[src/rtl/stereo_frame_ctrl_if.sv]
// Stream handshake bundle (tdata/tuser/tlast/tvalid/tready) shared by the
// upstream gray stream and the downstream unfolding/SAD stream.
interface stereo_frame_ctrl_if #(
  parameter int DW = 32
);
  logic [DW-1:0] tdata;
  logic          tuser;
  logic          tlast;
  logic          tvalid;
  logic          tready;

  modport master (output tdata, tuser, tlast, tvalid, input tready);
  modport slave  (input tdata, tuser, tlast, tvalid, output tready);
endinterface

[src/rtl/stereo_frame_ctrl.sv]
// Frame gate between the gray stream and the stereo stage: waits for SOF,
// regenerates tuser/tlast from beat counters, flags framing errors, counts frames.
//
// state    | meaning
// IDLE     | disarmed, input drained and discarded, waiting for start
// WAIT_SOF | armed, dropping beats until one with tuser=1
// PASS     | forwarding beats through one output register
// FLUSH    | aborted, input stalled until the output register drains
module stereo_frame_ctrl #(
  parameter int WIDTH                 = 3840,
  parameter int HEIGHT                = 2160,
  parameter int MAX_SAMPLES_PER_CLOCK = 4,
  parameter int AXIS_TDATA_WIDTH      = 32
) (
  input  logic                aclk,
  input  logic                areset,
  input  logic                start,
  input  logic                continuous,
  input  logic                abort,
  stereo_frame_ctrl_if.slave  s_axis,
  stereo_frame_ctrl_if.master m_axis,
  output logic                busy,
  output logic                frame_done,
  output logic                err_eol_early,
  output logic                err_eol_late,
  output logic                err_sof,
  output logic [15:0]         frame_cnt
);

  localparam int BPL = WIDTH / MAX_SAMPLES_PER_CLOCK;
  localparam int CW  = (BPL > 1) ? $clog2(BPL) : 1;
  localparam int RW  = (HEIGHT > 1) ? $clog2(HEIGHT) : 1;
  localparam logic [CW-1:0] COL_LAST = CW'(BPL - 1);
  localparam logic [RW-1:0] ROW_LAST = RW'(HEIGHT - 1);

  typedef enum logic [1:0] {IDLE, WAIT_SOF, PASS, FLUSH} state_t;

  state_t                      r_state;
  logic [CW-1:0]               r_col;
  logic [RW-1:0]               r_row;
  logic                        r_mvalid;
  logic                        r_muser;
  logic                        r_mlast;
  logic [AXIS_TDATA_WIDTH-1:0] r_mdata;
  logic                        r_done;
  logic                        r_eol_early;
  logic                        r_eol_late;
  logic                        r_sof_err;
  logic [15:0]                 r_frame_cnt;

  logic          w_out_free;
  logic          w_s_ready;
  logic          w_s_acc;
  logic          w_sof;
  logic          w_fwd;
  logic [CW-1:0] w_eff_col;
  logic [RW-1:0] w_eff_row;
  logic          w_col_last;
  logic          w_row_last;
  logic          w_frame_end;

  assign w_out_free = !r_mvalid || m_axis.tready;

  // WAIT_SOF also honours back-pressure: in continuous mode the last beat of the
  // previous frame may still sit in the output register when the next SOF arrives.
  always_comb begin
    w_s_ready = 1'b0;
    if (!areset) begin
      case (r_state)
        IDLE:           w_s_ready = 1'b1;
        WAIT_SOF, PASS: w_s_ready = w_out_free;
        default:        w_s_ready = 1'b0;
      endcase
    end
  end

  assign w_s_acc     = s_axis.tvalid && w_s_ready;
  assign w_sof       = s_axis.tuser;
  assign w_fwd       = w_s_acc && ((r_state == WAIT_SOF && w_sof && !abort) || r_state == PASS);
  assign w_eff_col   = w_sof ? '0 : r_col;
  assign w_eff_row   = w_sof ? '0 : r_row;
  assign w_col_last  = (w_eff_col == COL_LAST);
  assign w_row_last  = (w_eff_row == ROW_LAST);
  assign w_frame_end = w_fwd && w_col_last && w_row_last;

  always_ff @(posedge aclk or posedge areset) begin
    if (areset) begin
      r_state     <= IDLE;
      r_col       <= '0;
      r_row       <= '0;
      r_mvalid    <= 1'b0;
      r_muser     <= 1'b0;
      r_mlast     <= 1'b0;
      r_mdata     <= '0;
      r_done      <= 1'b0;
      r_eol_early <= 1'b0;
      r_eol_late  <= 1'b0;
      r_sof_err   <= 1'b0;
      r_frame_cnt <= '0;
    end else begin
      r_done      <= 1'b0;
      r_eol_early <= 1'b0;
      r_eol_late  <= 1'b0;
      r_sof_err   <= 1'b0;

      if (m_axis.tready) r_mvalid <= 1'b0;

      if (w_fwd) begin
        r_mvalid    <= 1'b1;
        r_mdata     <= s_axis.tdata;
        r_muser     <= w_sof;
        r_mlast     <= w_col_last;
        r_eol_early <= s_axis.tlast && !w_col_last;
        r_eol_late  <= w_col_last && !s_axis.tlast;
        r_sof_err   <= (r_state == PASS) && w_sof && (r_col != '0 || r_row != '0);
        if (w_col_last) begin
          r_col <= '0;
          r_row <= w_row_last ? '0 : w_eff_row + 1'b1;
        end else begin
          r_col <= w_eff_col + 1'b1;
          r_row <= w_eff_row;
        end
        if (w_frame_end) begin
          r_done      <= 1'b1;
          r_frame_cnt <= r_frame_cnt + 16'd1;
        end
      end

      case (r_state)
        IDLE: begin
          if (start && !abort) r_state <= WAIT_SOF;
        end
        WAIT_SOF, PASS: begin
          if (abort)            r_state <= FLUSH;
          else if (w_frame_end) r_state <= continuous ? WAIT_SOF : IDLE;
          else if (w_fwd)       r_state <= PASS;
        end
        FLUSH: begin
          if (!r_mvalid) begin
            r_state <= IDLE;
            r_col   <= '0;
            r_row   <= '0;
          end
        end
        default: r_state <= IDLE;
      endcase
    end
  end

  assign m_axis.tvalid = r_mvalid;
  assign m_axis.tuser  = r_muser;
  assign m_axis.tlast  = r_mlast;
  assign m_axis.tdata  = r_mdata;
  assign s_axis.tready = w_s_ready;
  assign busy          = (r_state != IDLE);
  assign frame_done    = r_done;
  assign err_eol_early = r_eol_early;
  assign err_eol_late  = r_eol_late;
  assign err_sof       = r_sof_err;
  assign frame_cnt     = r_frame_cnt;

endmodule

[src/flat_wrapper.sv]
// flat-port wrapper written by rule: the top's interface ports become plain ports
module stereo_frame_ctrl_flat 
#(
  parameter int WIDTH                 = 3840,
  parameter int HEIGHT                = 2160,
  parameter int MAX_SAMPLES_PER_CLOCK = 4,
  parameter int AXIS_TDATA_WIDTH      = 32
)
  (aclk, areset, start, continuous, abort, busy, frame_done, err_eol_early, err_eol_late, err_sof, frame_cnt, s_axis_tdata, s_axis_tuser, s_axis_tlast, s_axis_tvalid, s_axis_tready, m_axis_tdata, m_axis_tuser, m_axis_tlast, m_axis_tvalid, m_axis_tready);
  stereo_frame_ctrl_if #(.DW(32)) s_axis_i ();
  stereo_frame_ctrl_if #(.DW(32)) m_axis_i ();
  input  logic aclk;
  input  logic areset;
  input  logic start;
  input  logic continuous;
  input  logic abort;
  output logic busy;
  output logic frame_done;
  output logic err_eol_early;
  output logic err_eol_late;
  output logic err_sof;
  output logic [15:0] frame_cnt;
  input wire logic [$bits(s_axis_i.tdata)-1:0] s_axis_tdata;
  input wire logic [$bits(s_axis_i.tuser)-1:0] s_axis_tuser;
  input wire logic [$bits(s_axis_i.tlast)-1:0] s_axis_tlast;
  input wire logic [$bits(s_axis_i.tvalid)-1:0] s_axis_tvalid;
  output wire logic [$bits(s_axis_i.tready)-1:0] s_axis_tready;
  output wire logic [$bits(m_axis_i.tdata)-1:0] m_axis_tdata;
  output wire logic [$bits(m_axis_i.tuser)-1:0] m_axis_tuser;
  output wire logic [$bits(m_axis_i.tlast)-1:0] m_axis_tlast;
  output wire logic [$bits(m_axis_i.tvalid)-1:0] m_axis_tvalid;
  input wire logic [$bits(m_axis_i.tready)-1:0] m_axis_tready;
  assign s_axis_i.tdata = s_axis_tdata;
  assign s_axis_i.tuser = s_axis_tuser;
  assign s_axis_i.tlast = s_axis_tlast;
  assign s_axis_i.tvalid = s_axis_tvalid;
  assign s_axis_tready = s_axis_i.tready;
  assign m_axis_tdata = m_axis_i.tdata;
  assign m_axis_tuser = m_axis_i.tuser;
  assign m_axis_tlast = m_axis_i.tlast;
  assign m_axis_tvalid = m_axis_i.tvalid;
  assign m_axis_i.tready = m_axis_tready;
  stereo_frame_ctrl #(.WIDTH(WIDTH), .HEIGHT(HEIGHT), .MAX_SAMPLES_PER_CLOCK(MAX_SAMPLES_PER_CLOCK), .AXIS_TDATA_WIDTH(AXIS_TDATA_WIDTH)) u_core (.aclk(aclk), .areset(areset), .start(start), .continuous(continuous), .abort(abort), .s_axis(s_axis_i), .m_axis(m_axis_i), .busy(busy), .frame_done(frame_done), .err_eol_early(err_eol_early), .err_eol_late(err_eol_late), .err_sof(err_sof), .frame_cnt(frame_cnt));
endmodule
[config.mk]
export PLATFORM = sky130hd
export DESIGN_NAME = stereo_frame_ctrl_flat
export DESIGN_NICKNAME = d
export VERILOG_FILES = /design/src/rtl/stereo_frame_ctrl_if.sv /design/src/rtl/stereo_frame_ctrl.sv /design/src/flat_wrapper.sv
export SDC_FILE = /design/constraint.sdc
export NUM_CORES = 1
export LEC_CHECK = 0
export CAP_MARGIN = 20
export CORE_MARGIN = 1.5
export CORE_UTILIZATION = 40
export DETAILED_ROUTE_END_ITERATION = 8
export PLACE_DENSITY_LB_ADDON = 0.3
export RECOVER_POWER = 100
export SETUP_SLACK_MARGIN = 0.1
export SLEW_MARGIN = 25
export SYNTH_ARGS = -nofsm -noshare
export SYNTH_HDL_FRONTEND = slang
export SYNTH_SLANG_ARGS = --single-unit
[constraint.sdc]
create_clock -name aclk -period 5.9 [get_ports aclk]
set_input_delay 1.18 -clock aclk [delete_from_list [all_inputs] [get_ports aclk]]
set_output_delay 1.18 -clock aclk [all_outputs]
set_load 0.02 [all_outputs]
# After elaboration in Yosys (flattened, before gate mapping)
# Index checks and enable logic that the tools add are counted.
[word_totals] in_bits=41 reg_bits=79 word_cells=76 out_inout_bits=57
[classes] n_mux=27 n_reduce_logical=26 eq_ne=8 add_sub_neg=3
[op_table] op="two-way mux 12 bit" n=6
[op_table] op="two-way mux 10 bit" n=5
[op_table] op="adder 16 x 1 -> 16 bit (second input constant)" n=1
[op_table] op="adder 12 x 1 -> 12 bit (second input constant)" n=1
[op_table] op="equality test 12 bit (second input constant)" n=1
[op_table] op="nonzero test 12 bit" n=1
[op_table] op="logical AND 1 bit" n=11
[op_table] op="adder 10 x 1 -> 10 bit (second input constant)" n=1
[op_table] op="equality test 10 bit (second input constant)" n=1
[op_table] op="two-way mux 2 bit" n=5
[op_table] op="nonzero test 10 bit" n=1
[op_table] op="two-way mux 1 bit" n=9
[op_table] op="one-hot mux 2 bit (3 select lines)" n=1
[op_table] op="equality test 2 bit (second input constant)" n=2
[op_table] op="zero test 1 bit" n=4
[op_table] op="inequality test 4 x 2 -> 1 bit (second input constant)" n=1
[op_table] op="nonzero test 2 bit" n=2
[op_table] op="logical OR 1 bit" n=3
[op_table] op="AND reduction 3 bit" n=1
[op_table] op="equality test 2 x 1 -> 1 bit (second input constant)" n=1
[op_table] op="zero test 2 bit" n=1
[op_table] op="inequality test 2 x 1 -> 1 bit (second input constant)" n=1
[op_table] op="inequality test 2 bit (second input constant)" n=1
[op_table] op="one-hot mux 1 bit (2 select lines)" n=1
[op_table] op="2 further kinds" n=2

# Logic depth before layout (Yosys ltp)
[logic_depth] ltp_word=11 ltp_mapped=10 depth_no_buf=8

# Worst setup path after synthesis
# No wires, ideal clock.
[synth_timing] kind="input to register" start="input s_axis_tuser" end="register u_core.r_col[5]" path_stages=10 path_slack_ps=2546 required_ps=5768 setup_time_ps=132 path_buffers=3 arrival_ps=3222 cell_sequence="clkbuf_1 clkbuf_1 nor2b_1 ha_1 nand3_1 nor4_2 buf_2 nor2_1 a221oi_1 nor2_1"
[synth_via] elab_chain_len=7 word_cells_on_any_way=11 classes_between="add/sub (1); eq/ne (1); mux (5); reduce/logical (4)"
[synth_rtl] item="from (decl)" line_no="flat_wrapper.sv:24" source="input wire logic [$bits(s_axis_i.tuser)-1:0] s_axis_tuser;"
[synth_rtl] item="branches (longest 4 deep; another with adder 10 x 1 -> 10 bit)"
[synth_rtl] item="two-way mux 10 bit (*)" line_no="stereo_frame_ctrl.sv:108" source="if (w_fwd) begin"
[synth_rtl] item="two-way mux 10 bit" line_no="stereo_frame_ctrl.sv:139" source="if (!r_mvalid) begin"
[synth_rtl] item="two-way mux 10 bit (*)" line_no="stereo_frame_ctrl.sv:129" source="case (r_state)"
[synth_rtl] item="to (signal assigned)" line_no="stereo_frame_ctrl.sv:120" source="r_col <= w_eff_col + 1'b1;"
[synth_rtl] item="to (decl)" line_no="stereo_frame_ctrl.sv:39" source="logic [CW-1:0] r_col;"
# Every way passes the cells marked *.
# A chain may end at the register's enable or synchronous reset.

# Worst setup path in the final report
[layout_timing] start="input areset" end="register u_core.r_row[7]"
[layout_via] elab_chain_len=6
[layout_rtl] item="from (decl)" line_no="flat_wrapper.sv:13" source="input logic areset;"
[layout_rtl] item="two-way mux 1 bit (*)" line_no="stereo_frame_ctrl.sv:68" source="if (!areset) begin"
[layout_rtl] item="logical AND 1 bit (*)" line_no="stereo_frame_ctrl.sv:77" source="assign w_s_acc = s_axis.tvalid && w_s_ready;"
[layout_rtl] item="logical AND 1 bit (*)" line_no="stereo_frame_ctrl.sv:79" source="assign w_fwd = w_s_acc && ((r_state == WAIT_SOF && w_sof && !abort) || r_state == PASS);"
[layout_rtl] item="two-way mux 12 bit (*)" line_no="stereo_frame_ctrl.sv:108"
[layout_rtl] item="two-way mux 12 bit" line_no="stereo_frame_ctrl.sv:139"
[layout_rtl] item="two-way mux 12 bit (*)" line_no="stereo_frame_ctrl.sv:129"
[layout_rtl] item="to (signal assigned)" line_no="stereo_frame_ctrl.sv:118" source="r_row <= w_row_last ? '0 : w_eff_row + 1'b1;"
[layout_rtl] item="to (signal assigned)" line_no="stereo_frame_ctrl.sv:121" source="r_row <= w_eff_row;"
[layout_rtl] item="to (decl)" line_no="stereo_frame_ctrl.sv:40" source="logic [RW-1:0] r_row;"
# Every way passes the cells marked *; elsewhere a longest branch is shown, timed or not.

==> flow_metrics.env <==
export IMPL_grt_pass1_wl_mm=16.68
export IMPL_slew_headroom_pct=5.995
export IMPL_synth_nets=490
export IMPL_synth_area_mm2=0.004006
export IMPL_setup_viol=0
export IMPL_worstSetupPathType="input port to flop"
export IMPL_synth_edf_count=0
export IMPL_drt_pass1_iter_count=6
export IMPL_die_h_um=103.1
export IMPL_netlist_area_leader_share_pct=49.34
export IMPL_antenna_found_initial=0
export IMPL_maxCapViolCount=0
export IMPL_cts_buffers=9
export IMPL_clock_path_buffers=2
export IMPL_hold_viol=0
export IMPL_worst_path_largest_cell_delay_ns=0.76
export IMPL_cts_tree="done"
export IMPL_via_count=3593
export IMPL_critPathSlowestCell="clkbuf_1"
export IMPL_endpoint_kind="flop"
export IMPL_die_area_mm2=0.01063
export IMPL_io_buffers=97
export IMPL_clk_pin_slew_ns=0.09
export IMPL_power_density_mw_per_mm2=370.6
export IMPL_peakVddDrop_mv=0.2092
export IMPL_ant_nets=0
export IMPL_globalRoute_totalOverflow=0
export IMPL_drive_gt1_share_pct=5.959
export IMPL_worstPathArrival_ns=4.89
export IMPL_die_width_um=103.1
export IMPL_wl_per_cell_um=15.04
export IMPL_dp_cells=654
export IMPL_worstMarginPinSlew_ns=1.410
export IMPL_drc_errors=0
export IMPL_period_share_pct=78.59
export IMPL_drv_slew=0
export IMPL_cp_start_kind="input port"
export IMPL_h_tree_depth=3
export IMPL_synth_top_area_cell="dfrtp_1"
export IMPL_synth_seq_area_share_pct=49.34
export IMPL_async_flop_share_pct=100.0
export IMPL_first_iter_violations=189
export IMPL_worstSkewPairLatency_ns=0.36
export IMPL_hold_path_class="flop to flop"
export IMPL_grt_setup_unrepaired="no"
export IMPL_track_usage_pct=20.27
export IMPL_area_growth_pct=31.20
export IMPL_fill_cells=926
export IMPL_coreArea_mm2=0.009729
export IMPL_hpwl_mm=6.941
export IMPL_worstPathMaxFanout=35
export IMPL_synthTopCellsByArea="dfrtp_1 (49%), nand2_1 (12%), ha_1 (2.8%)"
export IMPL_rows=36
export IMPL_skew_ns=0.01116
export IMPL_totalWireLength_mm=10.08
export IMPL_postCtsSetupBuffers=0
export IMPL_holdWs_ns=0.4671
export IMPL_synth_ff_type="dfrtp_1"
export IMPL_syn_area_per_cell_um2=9.105
export IMPL_viasPerCell=5.363
export IMPL_synth_warnings=0
export IMPL_cts_resized_gates=0
export IMPL_setup_ws_ns=1.263
export IMPL_grt_pass1_vias=3420
export IMPL_cp_required_ns=6.15
export IMPL_cts_sinks=79
export IMPL_finalSetupTns_ns=0
export IMPL_ctsRootBufferMaster="clkbuf_8"
export IMPL_initial_core_util_pct=41.18
export IMPL_cts_hold_buf=0
export IMPL_crit_family="simple AND/OR/NAND/NOR gates"
export IMPL_path_cells="dlygate4sd3_1, or4_1, inv_1, nand2_1, clkbuf_1, and2_2, o31a_1"
export IMPL_fin_nets=582
export IMPL_final_cells=670
export IMPL_final_core_util_pct=54.03
export IMPL_synth_seq_cells=79
export IMPL_fmax_mhz=215.7
export IMPL_place_gp_congestion=0.8327
export IMPL_dp_slack_ns=1.465
export IMPL_p_leak_nw=2.492
export IMPL_min_period_ns=4.637
export IMPL_antennaDiodeCount=0
export IMPL_syn_inst=440
export IMPL_grt_max_degree=56
export IMPL_synth_cell_types=59
export IMPL_path_buf_inv=3
export IMPL_ios=98
export IMPL_outcome="completed"
## layout by cell type, fill, tap and decap left out, types with 3 or more instances in the layout
cell type / instances
o21ai_0: 13
nor2b_1: 9
a21o_1: 3
o31ai_1: 4
xnor2_1: 7
a21oi_1: 14
nand4_1: 17
and2_1: 3
and4_1: 3
nor4_1: 17
buf_4: 4
inv_1: 12
ha_1: 9
xor2_1: 8
nor3_1: 8
and3_1: 3
nor2_1: 16
nand2_1: 129
clkbuf_8: 11
dlygate4sd3_1: 60
nand4b_1: 4
a32o_1: 3
and3_2: 3
or4_1: 3
dfrtp_1: 79
nand3_1: 13
clkdlybuf4s50_1: 37
## Yosys cell counts (2+ instances only)
library cell,count
a21o_1,3
a21oi_1,14
a221oi_1,2
a22o_1,2
a22oi_1,2
a31oi_1,2
a32o_1,3
and2_1,3
and3_1,3
and3_2,3
and4_1,2
buf_2,2
buf_6,2
clkbuf_1,18
dfrtp_1,79
ha_1,9
inv_1,13
mux2i_1,2
nand2_1,129
nand3_1,13
nand4_1,16
nand4b_1,4
nor2_1,17
nor2b_1,9
nor3_1,8
nor3b_1,2
nor4_1,14
nor4_4,2
o21ai_0,13
o31ai_1,4
o41ai_1,2
or4_1,3
xnor2_1,7
xor2_1,8
## report_power, final
part	switching, mW	internal, mW	total (mW)
Clock	0.208	0.222	0.430
Sequential	0.0791	0.673	0.752
Combinational	0.452	0.314	0.766
Total	0.740	1.21	1.95
## metrics by stage
stage                     cell area (um2)  power (mW)
after floorplan                      4006       1.203
after global placement               5095       1.566
after detailed placement             5095       1.583
after CTS                            5310       2.022
after global routing                 5256       2.070
final                                5256       1.948
## area by class of cell
type	count	area, um2	area share (%)
Tap cell	133	166.4	3.166
Clock buffer	11	151.4	2.880
Timing Repair Buffer	103	1008	19.19
Inverter	13	50.05	0.9522
Clock inverter	5	63.81	1.214
Multi-Input combinational cell	326	1839	34.99
Sequential cell	79	1977	37.61
## flip-flops by register name (all words and copies together), names as in the netlist
name                  count
u_core.err_eol_early      1
u_core.err_sof            1
u_core.m_axis.tlast       1
u_core.m_axis.tdata      32
u_core.r_row             12
u_core.r_col             10
u_core.frame_cnt         16
u_core.err_eol_late       1
u_core.m_axis.tvalid      1
u_core.r_state            2
u_core.frame_done         1
u_core.m_axis.tuser       1
## per-layer routing
layer | part of all wire (%) | global-route usage, % | up-vias
met4 | 1.7 | 7.796 | 0
met2 | 47 | 31.38 | 108
li1 | - | - | 1712
met1 | 45 | 27.06 | 1759
met3 | 6.2 | 5.763 | 14
met5 | 0 | 0 | -
## path summary, 6_finish.rpt
kind | startpoint | endpoint | slack, ns | depth (start not counted)
max | areset | u_core.r_row[7] | 1.26 | 7
min | u_core.m_axis.tdata[5] | u_core.m_axis.tdata[5] | 0.47 | 2
max reg2reg | u_core.r_state[0] | u_core.r_row[7] | 1.80 | 9
min reg2reg | u_core.m_axis.tdata[5] | u_core.m_axis.tdata[5] | 0.47 | 2
max in group asynchronous | areset | u_core.m_axis.tdata[1] | 3.15 | 3
min in group asynchronous | areset | u_core.frame_cnt[13] | 1.53 | 2
## worst min-delay path: stages (launching register included)
cell	delay, ns
dfrtp_1	0.34
nand2_1	0.05
nand2_1	0.05
## cells by family after synthesis
logic type	after synthesis	share of synthesized area (%)
fa+ha+maj	9	2.811
flops	79	49.34
compound gates	58	9.651
mux	3	0.7808
buf+inv	35	3.716
simple gates	241	30.42
xor+xnor	15	3.279
Note: power is estimated with default switching activity, not from simulation.
